`src/rtl/commit_unit.sv`:
```
`default_nettype none
// +--------------------------------------------------------------------------+
// | commit_unit: in-order retirement of the ROB head (RF write / store port) |
// | Revision: 1.0                                                            |
// +--------------------------------------------------------------------------+

`ifndef XLEN
`define XLEN 32
`endif
`ifndef ROB_TAG_LEN
`define ROB_TAG_LEN 4
`endif

package commit_unit_pkg;
    localparam int XLEN_W = `XLEN;
    localparam int TAG_W  = `ROB_TAG_LEN;

    typedef struct packed {
        logic              valid;
        logic              wr_mem;
        logic [4:0]        dest_reg;
        logic [XLEN_W-1:0] dest_addr;
        logic [XLEN_W-1:0] value;
        logic              store_dep;
        logic              value_ready;
        logic              address_ready;
    } rob_entry_t;
endpackage

module commit_unit #(
    parameter int CNT_WIDTH = 32
) (
    input  logic                         clock,
    input  logic                         reset,
    input  commit_unit_pkg::rob_entry_t  head_entry,
    input  logic                         head_ready,
    input  logic [`ROB_TAG_LEN-1:0]      head_tag,
    input  logic                         commit_stall,
    input  logic                         mem_ack,
    output logic                         commit_pop,
    output logic                         rf_wr_en,
    output logic [4:0]                   rf_wr_idx,
    output logic [`XLEN-1:0]             rf_wr_data,
    output logic                         retire_valid,
    output logic [`ROB_TAG_LEN-1:0]      retire_tag,
    output logic                         mem_store_req,
    output logic [`XLEN-1:0]             mem_store_addr,
    output logic [`XLEN-1:0]             mem_store_data,
    output logic [CNT_WIDTH-1:0]         retired_count,
    output logic [CNT_WIDTH-1:0]         store_count
);

    localparam logic [0:0]           c_IDLE     = 1'b0;
    localparam logic [0:0]           c_STORE    = 1'b1;
    localparam logic [4:0]           c_ZERO_REG = 5'd0;
    localparam logic [CNT_WIDTH-1:0] c_CNT_ONE  = {{(CNT_WIDTH-1){1'b0}}, 1'b1};

    logic [0:0]              r_state;
    logic [0:0]              w_next_state;
    logic                    w_eligible;
    logic                    w_alu_commit;
    logic                    w_store_issue;
    logic                    w_store_done;
    logic [`ROB_TAG_LEN-1:0] r_store_tag;
    logic                    w_unused;

    // Readiness is already folded into head_ready; these fields are informational here.
    assign w_unused = &{1'b0, head_entry.store_dep, head_entry.value_ready,
                        head_entry.address_ready};

    assign w_eligible = head_entry.valid && head_ready && !commit_stall;

    always_ff @(posedge clock or negedge reset) begin
        if (!reset) begin
            r_state <= c_IDLE;
        end else begin
            r_state <= w_next_state;
        end
    end

    always_comb begin
        w_next_state = r_state;
        case (r_state)
            c_IDLE:  if (w_eligible && head_entry.wr_mem) w_next_state = c_STORE;
            c_STORE: if (mem_ack) w_next_state = c_IDLE;
            default: w_next_state = c_IDLE;
        endcase
    end

    always_comb begin
        w_alu_commit  = 1'b0;
        w_store_issue = 1'b0;
        w_store_done  = 1'b0;
        case (r_state)
            c_IDLE: begin
                w_alu_commit  = w_eligible && !head_entry.wr_mem;
                w_store_issue = w_eligible &&  head_entry.wr_mem;
            end
            c_STORE: w_store_done = mem_ack;
            default: ;
        endcase
        // Gated by reset so the ROB never advances while the unit is held in reset.
        commit_pop = reset && (w_alu_commit || w_store_done);
    end

    always_ff @(posedge clock or negedge reset) begin
        if (!reset) begin
            rf_wr_en       <= 1'b0;
            rf_wr_idx      <= '0;
            rf_wr_data     <= '0;
            retire_valid   <= 1'b0;
            retire_tag     <= '0;
            mem_store_req  <= 1'b0;
            mem_store_addr <= '0;
            mem_store_data <= '0;
            r_store_tag    <= '0;
            retired_count  <= '0;
            store_count    <= '0;
        end else begin
            rf_wr_en     <= 1'b0;
            retire_valid <= 1'b0;
            if (w_alu_commit) begin
                rf_wr_en      <= (head_entry.dest_reg != c_ZERO_REG);
                rf_wr_idx     <= head_entry.dest_reg;
                rf_wr_data    <= head_entry.value;
                retire_valid  <= 1'b1;
                retire_tag    <= head_tag;
                retired_count <= retired_count + c_CNT_ONE;
            end
            if (w_store_issue) begin
                mem_store_req  <= 1'b1;
                mem_store_addr <= head_entry.dest_addr;
                mem_store_data <= head_entry.value;
                r_store_tag    <= head_tag;
            end
            if (w_store_done) begin
                mem_store_req <= 1'b0;
                retire_valid  <= 1'b1;
                retire_tag    <= r_store_tag;
                retired_count <= retired_count + c_CNT_ONE;
                store_count   <= store_count + c_CNT_ONE;
            end
        end
    end

endmodule
`default_nettype wire

```
`config.mk`:
```
export PLATFORM = sky130hd
export DESIGN_NAME = commit_unit
export DESIGN_NICKNAME = d
export VERILOG_FILES = /design/src/rtl/commit_unit.sv
export SDC_FILE = /design/constraint.sdc
export NUM_CORES = 1
export LEC_CHECK = 0
export CORE_ASPECT_RATIO = 0.9
export CORE_MARGIN = 2
export CORE_UTILIZATION = 35
export CTS_BUF_LIST = sky130_fd_sc_hd__clkbuf_2
export DETAILED_ROUTE_END_ITERATION = 12
export PLACE_DENSITY = 0.63
export SLEW_MARGIN = 20
export SYNTH_ARGS = -nofsm -noshare
export SYNTH_HDL_FRONTEND = slang
export SYNTH_SLANG_ARGS = --single-unit
```
`constraint.sdc`:
```
create_clock -name clock -period 2.4 [get_ports clock]
set_input_delay 0.36 -clock clock [delete_from_list [all_inputs] [get_ports clock]]
set_output_delay 0.36 -clock clock [all_outputs]
set_load 0.01 [all_outputs]
```
-- Yosys cells after proc, flatten, opt, wreduce, memory -nomap -nowiden
Cells that the tools add are included.
- output and inout bits: 173
- bits in read-only memories: 0
- bits in writable memories: 0
- memories kept: 0
- bits in registers: 177
- bits of input ports: 83
- bits in latches: 0
- logic and storage cells: 41
- $mul: 0
- bitwise logic cells: 1
- reduce and logical (&&, ||, !) cells: 11
- shift-type cells: 0
- add/subtract/negate cells: 2
- order comparisons: 0
- mux-type cells: 15
- div/mod/pow operators: 0
- equality and inequality tests: 0
- operator list (kind ; number):
    32-bit by 1-bit adder with 32-bit output (second input constant) ; 2
    32-bit two-way mux ; 2
    1-bit two-way mux ; 10
    4-bit two-way mux ; 2
    1-bit logical AND ; 5
    5-bit nonzero test ; 1
    2-bit nonzero test ; 2
    1-bit logical NOT ; 2
    1-bit case mux with 2 select lines ; 1
    1-bit logical OR ; 1
    1-bit NOT ; 1

-- Longest topological paths before layout
- depth after elaboration: 6
- gate-level depth with buffers: 8
- gate-level depth less buffers: 6

-- Worst setup path after synthesis
No wires, ideal clock.
- kind: register to register
- start point: register store_count[0]
- end point: register store_count[28]
- cell stages (with the launch flop): 7
- arrival: 1704 ps
- setup time: 125 ps
- path slack: 571 ps
- clock period less this slack: 1829 ps
- path through: dfrtp_1 ha_1 nand4_1 or4b_4 nor2_4 nand4_1 xnor2_1
- cells in the longest elaborated chain, start to end: 1
- ends and longest elaborated chain (what ; RTL line ; source):
    start: declaration ; 50 ; output logic [CNT_WIDTH-1:0] store_count
    start signal: assignment ; 141 ; store_count <= store_count + c_CNT_ONE;
    32-bit by 1-bit adder with 32-bit output ; 141 ;
Every way passes these cells.
A chain may end at the register's enable or synchronous reset.

-- Worst setup path after layout
- start point: register r_state
- end point: register retired_count[15]
- cells in the longest elaborated chain, start to end: 2
- elaborated cells between the ends (all ways): 4
- those cells by class: 3 x mux; 1 x reduce/logical
- ends and longest elaborated chain (what ; RTL line ; source):
    start: declaration ; 58 ; logic [0:0] r_state;
    start signal: assignment ; 75 ; r_state <= c_IDLE;
    start signal: assignment ; 77 ; r_state <= w_next_state;
    1-bit two-way mux ; 94 ; case (r_state)
    32-bit two-way mux or 2-bit nonzero test (tied branches) ; -- ;
    end signal: assignment ; 128 ; retired_count <= retired_count + c_CNT_ONE;
    end signal: assignment ; 140 ; retired_count <= retired_count + c_CNT_ONE;
    end: declaration ; 49 ; output logic [CNT_WIDTH-1:0] retired_count,
Several ways; a longest one is shown, not always the timed one.

==> flow_metrics.tcl <==
set metrics [dict create \
    wl_per_cell_um 17.1 \
    die_w_um 154 \
    vias 5014 \
    num-fill-cells 1766 \
    cts_made_buffers 17 \
    cts.clk_slew.worst_paths_ps 280 \
    powerDensity_nw_per_um2 741 \
    highest_layer "met4" \
    worst-path-buf-inv 8 \
    fin_tns_setup_ps 0 \
    period_share_pct 95.0 \
    synth_fp_nets 592 \
    dp_hpwl_um 13000 \
    io_buffers 252 \
    end_kind "register" \
    netlist_instances 507 \
    power.leakage_nw 4.42 \
    grt_use_total_pct 17.0 \
    cp_data_arrival_time_ps 2910 \
    cts_tree "yes" \
    clock.fmax_ghz 0.438 \
    layout-drive-gt1-share_pct 21.5 \
    crit_path_cell_trace "buf_4, nand2_1, o21a_4, inv_2, buf_4, buf_4, buf_4, buf_4, buf_4, buf_4, and3_4, and3_1, xor2_1" \
    synth_top_area_share_pct 62.7 \
    grt_max_degree 115 \
    yosysWarnings 0 \
    rows 49 \
    synth_largest_area_cell "dfrtp_1" \
    startpoint_type "register" \
    dr.pass1.iters 6 \
    met1_length_um 7180 \
    grt_antenna_before_repair 0 \
    ys_top_cells_by_count "dfrtp_1, mux2_2, xnor2_1" \
    core_area_um2 19900 \
    via_per_inst 4.78 \
    cts_sinks 177 \
    cts-root-buf "clkbuf_2" \
    fin_skew_ps 46.5 \
    cap_viol_max_count 0 \
    synth_edf_count 0 \
    ctsHtreeMaxLevel 4 \
    dp.cells 1011 \
    n_antenna_cell 0 \
    place_congestion 0.743 \
    reg2reg_slack_ps 120 \
    clk_path_buf_depth 2 \
    area_growth_pct 45.7 \
    crit_family "buffers and inverters" \
    setup_violations 0 \
    yosysUniqueCellTypes 34 \
    synthTopCellsByArea "dfrtp_1, mux2_2, xnor2_1" \
    ir_drop_mv 0.503 \
    async_flop_share_pct 100 \
    fin_crit_ps 2280 \
    relSlewSlack_pct 46.1 \
    cp_slowest_cell "dfrtp_1" \
    hold_viol 0 \
    drt-initial-drc-count 189 \
    clock_latency_ps 720 \
    pre_cts_ws_ps -71.6 \
    ys.flop_type "dfrtp_1" \
    drcViolationCount 0 \
    cp_max_fo 11 \
    status "complete, no violations" \
    multiInputGateArea_um2 2560 \
    wl_met2_um 8670 \
    crit_top_cell "buf_4" \
    die_h_um 139 \
    grt_pass1_vias 5473 \
    setup.worst_path.start "r_state" \
    cp_data_required_time_ps 3030 \
    critPathKind "register to register" \
    overflow 0 \
    synth_area_um2 7060 \
    yosysMostFrequentCell "dfrtp_1" \
    regArea_um2 4430 \
    avgSynthCellArea_um2 13.9 \
    worst_pin_slew_ps 809 \
    crit-reg2reg-launch "r_state" \
    yosysSeqAreaShare_pct 62.7 \
    synth_seq_cells 177 \
    wl_met3_um 1820 \
    rsz0062_at_grt "yes" \
    num-nets-final 867 \
    worst_slack_ps 119 \
    wirelength_um 17900 \
    start_util_pct 35.6 \
    postRouteAntennaNets 0 \
    slowest_delay_ps 460 \
    hp-class "primary input to async pin" \
    dieArea_um2 21300 \
    maxSlewViolCount 0 \
    io_pins 256 \
    fin_cells 1049 \
    grt_pass1_wl_um 28800 \
]
[timing repair]
item	4_1_cts	5_1_grt
endpoints found under the setup margin	1	7
buffers inserted	6	0
pin swaps	3	2
hold endpoints to repair	177	0
gates resized for setup	9	2
hold buffers	1	0
[cell usage in the layout, fill, tap and decap left out, types with 2 or more instances in the layout]
| master | instances |
|---|---|
| nor2_1 | 15 |
| xnor2_1 | 41 |
| nor3_2 | 3 |
| bufinv_16 | 2 |
| buf_4 | 16 |
| nor3_1 | 4 |
| buf_12 | 3 |
| nand2_1 | 36 |
| and2_1 | 5 |
| xor2_1 | 21 |
| buf_6 | 2 |
| mux2_2 | 105 |
| clkinv_2 | 2 |
| ha_1 | 2 |
| or3_1 | 3 |
| clkdlybuf4s50_1 | 250 |
| and3_1 | 7 |
| inv_1 | 4 |
| nand4_1 | 22 |
| a22oi_1 | 4 |
| nor4_1 | 3 |
| dfrtp_1 | 177 |
| inv_6 | 3 |
| clkbuf_2 | 18 |
| nand3_1 | 18 |
| nor2_4 | 2 |
| inv_8 | 2 |
| and4_1 | 4 |
| clkinv_4 | 3 |
[worst paths after layout]
check,cells past startpoint,end
worst max-delay path,13,retired_count[15]
worst min-delay path,3,store_count[11]
worst max register to register,13,retired_count[15]
worst min register to register,1,store_count[31]
max in group asynchronous,3,r_store_tag[0]
min in group clock,2,mem_store_addr[8]
[routing by layer]
| metal | track usage (%) | up-vias |
|---|---|---|
| li1 | - | 2313 |
| met1 | 19.6 | 2514 |
| met2 | 28.2 | 169 |
| met3 | 9.28 | 18 |
| met4 | 3.57 | 0 |
| met5 | 0 | - |
[sequential cells by signal, indices dropped and copies added (netlist names)]
register and flops:
r_store_tag 4, retired_count 32, r_state 1, retire_tag 4, store_count 32, rf_wr_data 32, retire_valid 1, mem_store_addr 32
rf_wr_idx 5, mem_store_req 1, rf_wr_en 1, mem_store_data 32
[cells by family (layout without fill, tap and decap cells)]
family | after synthesis | after routing | share of synthesized area (%)
flops | 177 | 177 | 62.7
simple gates | 132 | 132 | 10.2
mux | 105 | 105 | 16.7
xor+xnor | 62 | 62 | 7.69
buf+inv | 21 | 308 | 1.54
compound gates | 8 | 8 | 0.779
fa+ha+maj | 2 | 2 | 0.354
[layout make-up]
type	count	share of cell area, %
repair buffers	272	26.4
multi-input cells	309	24.9
well taps	255	3.10
clock buffers	18	0.875
inverters	5	0.182
flip-flops and latches	177	43.0
clock inverters	13	1.48
[power breakdown]
part           total, mW  internal [mW]  switching (mW)
Sequential          3.83           3.50           0.325
Combinational       2.19           1.36           0.824
Clock               1.61          0.504            1.11
[worst register-to-register path, stage by stage, from the launching register on]
cell and delay (ps):
dfrtp_1 460, buf_4 160, nand2_1 100, o21a_4 150, inv_2 40, buf_4 120, buf_4 120, buf_4 120
buf_4 120, buf_4 120, buf_4 160, and3_4 190, and3_1 190, xor2_1 140
[per-stage QoR]
stage | hold slack, ps | power (mW) | utilization [%] | instance area [um2]
after floorplan | 64.4 | 4.61 | - | 7060
after global placement | 461 | 6.02 | 50.1 | 9960
after detailed placement | 467 | 6.08 | 50.1 | 9960
after CTS | 129 | 7.75 | 51.8 | 10300
after global routing | 90.5 | 8.07 | 51.8 | 10300
final | 210 | 7.62 | 51.8 | 10300
(Power assumes the default switching activity.)
